==> src/rtl/deser_pkg.sv <==
// Shared definitions for the serial-in/parallel-out receiver:
// FSM state encoding, default frame width and the counter-width helper.
package deser_pkg;

  localparam int unsigned DESER_WIDTH = 4;

  typedef enum logic [2:0] {
    ST_IDLE = 3'd0,
    ST_DATA = 3'd1,
    ST_PAR  = 3'd2,
    ST_STOP = 3'd3,
    ST_BRK  = 3'd4
  } state_e;

  // Bits needed to hold a count of 0..w.
  function automatic int unsigned cnt_width(input int unsigned w);
    return $clog2(w + 1);
  endfunction

endpackage

==> src/rtl/sipo_shreg.sv <==
// Shadow shift register for the receiver. Each enabled shift moves the word
// one place toward index 1 and loads the serial input at index WIDTH, so after
// WIDTH shifts the first received bit sits at index 1.
module sipo_shreg
  import deser_pkg::*;
#(
  parameter int unsigned WIDTH = DESER_WIDTH
) (
  input  logic           clk,
  input  logic           rst_n,
  input  logic           shift_en_i,
  input  logic           sin_i,
  output logic [1:WIDTH] par_o
);

  logic [1:WIDTH] shadow_q;

  // Shift toward index 1 while enabled; cleared only by reset.
  always_ff @(posedge clk or negedge rst_n) begin
    if (!rst_n) begin
      shadow_q <= '0;
    end else if (shift_en_i) begin
      shadow_q <= {shadow_q[2:WIDTH], sin_i};
    end
  end

  assign par_o = shadow_q;

endmodule

==> src/rtl/sipo_deser.sv <==
// Serial-in/parallel-out receiver: start bit, WIDTH data bits (y[1] first),
// optional even-parity bit, stop bit. Presents the recovered word with a
// one-cycle valid strobe, or a framing/parity error strobe.
// Optional feature: define DESER_PARITY_EN to add the parity bit and par_err.
module sipo_deser
  import deser_pkg::*;
#(
  parameter int unsigned WIDTH = DESER_WIDTH
) (
  input  logic           clk,
  input  logic           rst_n,
  input  logic           din,
  output logic [1:WIDTH] y,
  output logic           valid,
  output logic           busy,
  output logic           frm_err,
  output logic           par_err
);

  localparam int unsigned   CW   = cnt_width(WIDTH);
  localparam logic [CW-1:0] LAST = CW'(WIDTH - 1);

  state_e         state_q, state_d;
  logic [CW-1:0]  cnt_q, cnt_d;
  logic [1:WIDTH] y_q, y_d;
  logic           valid_q, valid_d;
  logic           frm_err_q, frm_err_d;
  logic           shift_en;
  logic [1:WIDTH] shadow;
`ifdef DESER_PARITY_EN
  logic           par_bad_q, par_bad_d;
  logic           par_err_q, par_err_d;
`endif

  sipo_shreg #(
    .WIDTH (WIDTH)
  ) u_shreg (
    .clk        (clk),
    .rst_n      (rst_n),
    .shift_en_i (shift_en),
    .sin_i      (din),
    .par_o      (shadow)
  );

  // Next-state, counter, output word and strobe decode.
  always_comb begin
    state_d   = state_q;
    cnt_d     = cnt_q;
    y_d       = y_q;
    valid_d   = 1'b0;
    frm_err_d = 1'b0;
    shift_en  = 1'b0;
`ifdef DESER_PARITY_EN
    par_bad_d = par_bad_q;
    par_err_d = 1'b0;
`endif
    case (state_q)
      ST_IDLE: begin
        if (!din) begin
          state_d = ST_DATA;
          cnt_d   = '0;
`ifdef DESER_PARITY_EN
          par_bad_d = 1'b0;
`endif
        end
      end
      ST_DATA: begin
        shift_en = 1'b1;
        if (cnt_q == LAST) begin
`ifdef DESER_PARITY_EN
          state_d = ST_PAR;
`else
          state_d = ST_STOP;
`endif
        end else begin
          cnt_d = cnt_q + 1'b1;
        end
      end
      ST_PAR: begin
`ifdef DESER_PARITY_EN
        // Shadow is complete here; even parity means data ^ parity bit == 0.
        par_bad_d = (^shadow) ^ din;
        state_d   = ST_STOP;
`else
        state_d   = ST_IDLE;
`endif
      end
      ST_STOP: begin
        if (din) begin
          state_d = ST_IDLE;
`ifdef DESER_PARITY_EN
          if (par_bad_q) begin
            par_err_d = 1'b1;
          end else begin
            y_d     = shadow;
            valid_d = 1'b1;
          end
`else
          y_d     = shadow;
          valid_d = 1'b1;
`endif
        end else begin
          // Parity outcome is dropped on a framing error.
          frm_err_d = 1'b1;
          state_d   = ST_BRK;
        end
      end
      ST_BRK: begin
        if (din) begin
          state_d = ST_IDLE;
        end
      end
      default: begin
        state_d = ST_IDLE;
      end
    endcase
  end

  // State, counter, output word and registered strobes.
  always_ff @(posedge clk or negedge rst_n) begin
    if (!rst_n) begin
      state_q   <= ST_IDLE;
      cnt_q     <= '0;
      y_q       <= '0;
      valid_q   <= 1'b0;
      frm_err_q <= 1'b0;
    end else begin
      state_q   <= state_d;
      cnt_q     <= cnt_d;
      y_q       <= y_d;
      valid_q   <= valid_d;
      frm_err_q <= frm_err_d;
    end
  end

`ifdef DESER_PARITY_EN
  // Parity mismatch record and its error strobe.
  always_ff @(posedge clk or negedge rst_n) begin
    if (!rst_n) begin
      par_bad_q <= 1'b0;
      par_err_q <= 1'b0;
    end else begin
      par_bad_q <= par_bad_d;
      par_err_q <= par_err_d;
    end
  end

  assign par_err = par_err_q;
`else
  assign par_err = 1'b0;
`endif

  assign y       = y_q;
  assign valid   = valid_q;
  assign frm_err = frm_err_q;
  assign busy    = (state_q != ST_IDLE);

endmodule

==> config.mk <==
export PLATFORM = sky130hd
export DESIGN_NAME = sipo_deser
export DESIGN_NICKNAME = d
export VERILOG_FILES = /design/src/rtl/deser_pkg.sv /design/src/rtl/sipo_shreg.sv /design/src/rtl/sipo_deser.sv
export SDC_FILE = /design/constraint.sdc
export NUM_CORES = 1
export LEC_CHECK = 0
export CORE_MARGIN = 4
export CORE_UTILIZATION = 54
export DETAILED_ROUTE_END_ITERATION = 8
export PLACE_DENSITY = 0.8
export SYNTH_ARGS = -nofsm -noshare
export SYNTH_HDL_FRONTEND = slang
export SYNTH_SLANG_ARGS = --single-unit
==> constraint.sdc <==
create_clock -name clk -period 3.47 [get_ports clk]
set_input_delay 0.694 -clock clk [delete_from_list [all_inputs] [get_ports clk]]
set_output_delay 0.694 -clock clk [all_outputs]
set_load 0.01 [all_outputs]
[Word level (Yosys, flattened, before mapping)]
Index checks and enable logic that the tools add are counted.
Operators by class
  add/sub/neg operators: 1
  eq/ne operators: 8
  multiplexer cells: 13
  reduce and logical (&&, ||, !) cells: 6
Operators by type and width (count)
  $mux 3: 6
  $pmux 3 s4: 1
  $ne 2x2->1 const B: 4
  $eq 3x2->1 const B: 2
  $pmux 3 s2: 1
  $reduce_and 3->1: 2
  $mux 1: 5
  $add 3x1->3 const B: 1
  $eq 3x1->1 const B: 1
  $eq 3x3->1 const B: 1
  $logic_not 3->1: 1
  $reduce_bool 3->1: 1
  $reduce_and 2->1: 1
  $reduce_bool 2->1: 1
Word-level totals
  register bits: 16
  output and inout bits: 8

[Depth between registers and ports, before layout]
  word-level depth: 3
  mapped depth: 5

[Cells and area by module]
Synthesis repeated with hierarchy kept, for this count alone.
Unflattened totals
  cells, all modules: 52
  area, all modules: 696.9 µm²
Modules (own cells, without submodules)
  sipo_deser: times used 1, cells each 44, area each 551.8 µm², seq. area each 300.3 µm²
  sipo_shreg: times used 1, cells each 8, area each 145.1 µm², seq. area each 100.1 µm²

[Worst setup path before layout]
No wires, ideal clock.
  path type: reg2out
  from: reg state_q[0]
  to: out busy
  arrival time: 0.932 ns
  setup slack: 1.844 ns
  stages on the path, launching flop included: 3
  buffers on the path: 1
  cells stage by stage: dfrtp_1 buf_4 or3_2
Between the ends
  word-level cells in the longest chain between the ends: 1
RTL lines
  start: declaration: line sipo_deser.sv:23  | state_e state_q, state_d;
  start signal: assignment: line sipo_deser.sv:128  | state_q <= state_d;
  $reduce_bool 3->1: line sipo_deser.sv:156  | assign busy = (state_q != ST_IDLE);
  end: declaration: line sipo_deser.sv:15  | output logic busy,
Every way passes these cells.

[Worst setup path after layout]
Ends and elaborated chain as after synthesis.

==> metrics.txt <==
outcome=finished clean; total CTS buffers=3; asr flop ratio synth=100.0%; IO Port Bufs=9; CP cell instances=or3_2 -> clkdlybuf4s50_1; Final WS setup=1.071 ns; Mapped Cells=53; Pint=approximately 0.54 mW; Final Slew Violations=0; Syn Area/Cell=between 10 and 15 um^2; die area=1955 um^2; CP Buf/Inv Count=1; slowest stage delay, CP=approximately 0.5 ns; vias in the first global route=397; sequential share of power=42.2%; Final setup viols=0; Final period util=between 60% and 70%; FF+latch count, synth=16; total grt overflow=0; relative slew slack=53.95%; area leader, netlist=dfrtp_1; aggregate global-route resource usage=14.10%; router iterations before antenna repair=2; Die Wd=44.22 um; Post-CTS Hold Buffers=0; Layout Utilization=70.51%; largest delay contributor family on the critical path=flip-flops; Clock transition at path regs=0.09 ns; Layout Skew=0.002112 ns; first-pass GRT wire length=1918 um; Critical Path AT=around 1.7 ns; Fmax=416.9 MHz; shortest clock period the worst path allows after layout=2.399 ns; worst hold path type=register to register; Setup Buffers After CTS=0; vias per cell=around 5.2; TritonCTS clock tree=built; worst-skew pair later-pin latency=about 0.29 ns; CTS sink cnt=16; total of max-cap violations=0; Placer Congestion=0.7141; Root Buffer=clkbuf_4; YS warnings=0; WL final=between 1000 and 1500 um; Critical Path RT=between 2 and 3 ns; worst-path fanout max=9; Bufs on Longest Clock Path=2; Core ar.=roughly 1200 um^2; drt drc=0; CP max-delay cell=dfrtp_1; Inserted Diodes=0; Setup TNS=0 ns; largest net degree at the start of global routing=17; IO Count=11; top cells by count, synth=dfrtp_1, a22o_1, mux2_2; cell with the most instances after synthesis=dfrtp_1; nets=69; share of layout cells above drive strength 1=a little under a quarter; htree depth=1; post-CTS resize count=0; routed via count=402; placed wire-length estimate=approximately 780 um; ys flop type=dfrtp_1; RSZ-0062 raised after global routing=false; leak pwr=0.4126 nW; EDFF count, synth=0; Synth cell types=18; WL/cell=14.62 um; Cell Area, Synth=708.2 um^2; clock share of power=15.7%; pre-CTS setup slack=around 1.4 ns; Net Sw Frac=31.84%; area grow syn2layout=16.61%; VDD IR max=0.4712 mV; Post-Place Cells=73; crit start category=register; Sw Pwr=roughly 0.25 mW; Final Hold Viols=0; Seq/Total Area, Yosys=between 50 and 60%; Comb pwr share=42.2%; fin cells=between 70 and 80; syn nets=58; worst slew pin tran=0.6886 ns; die height=approximately 44 um; initial antenna violation count=0; Rows=12; CP Class=register to output pin; top cell type's share of synthesized area=56.54%; Crit. End Element=output pin; Area contributors post-synth=dfrtp_1, mux2_4, mux2_2, a22o_1, ha_1; Iter 0 DRT Violations=5; ANT nets after route=0; Initial Util=60.47%; Power Density=955.7 nW/um^2
layer usage:
| layer | vias to the layer above | routed length, um | part of all wire (%) | track usage (%) |
|---|---|---|---|---|
| li1 | 201 | - | - | - |
| met1 | 187 | 524 | 47 | 18.65 |
| met2 | 10 | 518 | 46 | 20.35 |
| met3 | 4 | 58 | 5.2 | 2.439 |
| met4 | 0 | 24 | 2.1 | 10.84 |
| met5 | - | 0 | 0 | 0 |
final timing paths:
check	start	endpoint	slack (ns)	cells after the start
worst min-delay path	y[1]	y[1]	0.52	1
worst min register to register	y[1]	y[1]	0.52	1
worst max register to register	cnt_q[0]	cnt_q[0]	1.99	5
min in group asynchronous	rst_n	valid	0.81	1
worst max-delay path	state_q[0]	busy	1.07	2
max in group asynchronous	rst_n	cnt_q[2]	2.22	1
layout make-up:
class | count | area [um^2]
clock buffers | 4 | 36.28
repair buffers | 9 | 90.09
well taps | 14 | 17.52
inverters | 4 | 15.01
multi-input cells | 30 | 266.5
fillers | 83 | 345.3
flip-flops and latches | 16 | 400.4
cell usage in the layout (no fill, tap or decap), drive strengths merged, types with 2 or more instances in the layout:
master / instances
dfrtp: 16
mux2: 9
clkdlybuf4s50: 9
nand2: 2
a22o: 5
nor2: 4
clkbuf: 4
inv: 4
ha: 2
cells by family after synthesis:
kind of cell / Yosys count / synth area share (%)
AOI/OAI and AO/OA: 7 / 7.596
DFF: 16 / 56.54
adders and majority gates: 2 / 3.533
other: 1 / 0.5295
buffers and inverters: 7 / 5.829
muxes: 9 / 16.43
and+or+nand+nor: 11 / 9.541
through the flow:
| stage | hold WS, ns | power, mW | area, um^2 |
|---|---|---|---|
| final | 0.5186 | 0.7893 | 825.8 |
| after global placement | 0.4949 | 0.6525 | 789.5 |
| after detailed placement | 0.5019 | 0.6662 | 789.5 |
| after global routing | 0.5328 | 0.8374 | 825.8 |
| after CTS | 0.5257 | 0.7945 | 825.8 |
| after floorplan | 0.3984 | 0.5617 | 708.2 |
power groups by stage:
stage | sequential, mW | combinational, mW | clock [mW]
2_1_floorplan | 0.324 | 0.237 | 0
3_3_place_gp | 0.332 | 0.320 | 0
3_5_place_dp | 0.334 | 0.332 | 0
4_1_cts | 0.333 | 0.335 | 0.127
5_1_grt | 0.344 | 0.359 | 0.134
6_report | 0.333 | 0.333 | 0.124
sequential cells by signal (all words and copies together) (netlist names):
signal and cells:
u_shreg.par_o 4, valid 1, cnt_q 3, y 4, frm_err 1, state_q 3
worst register-to-register path: stages, from the launching register on:
cell	delay (ns)
dfrtp_1	0.41
ha_1	0.22
ha_1	0.25
nor3_1	0.24
mux2_2	0.21
a22o_1	0.11
Note: power is estimated with default switching activity, not from simulation.
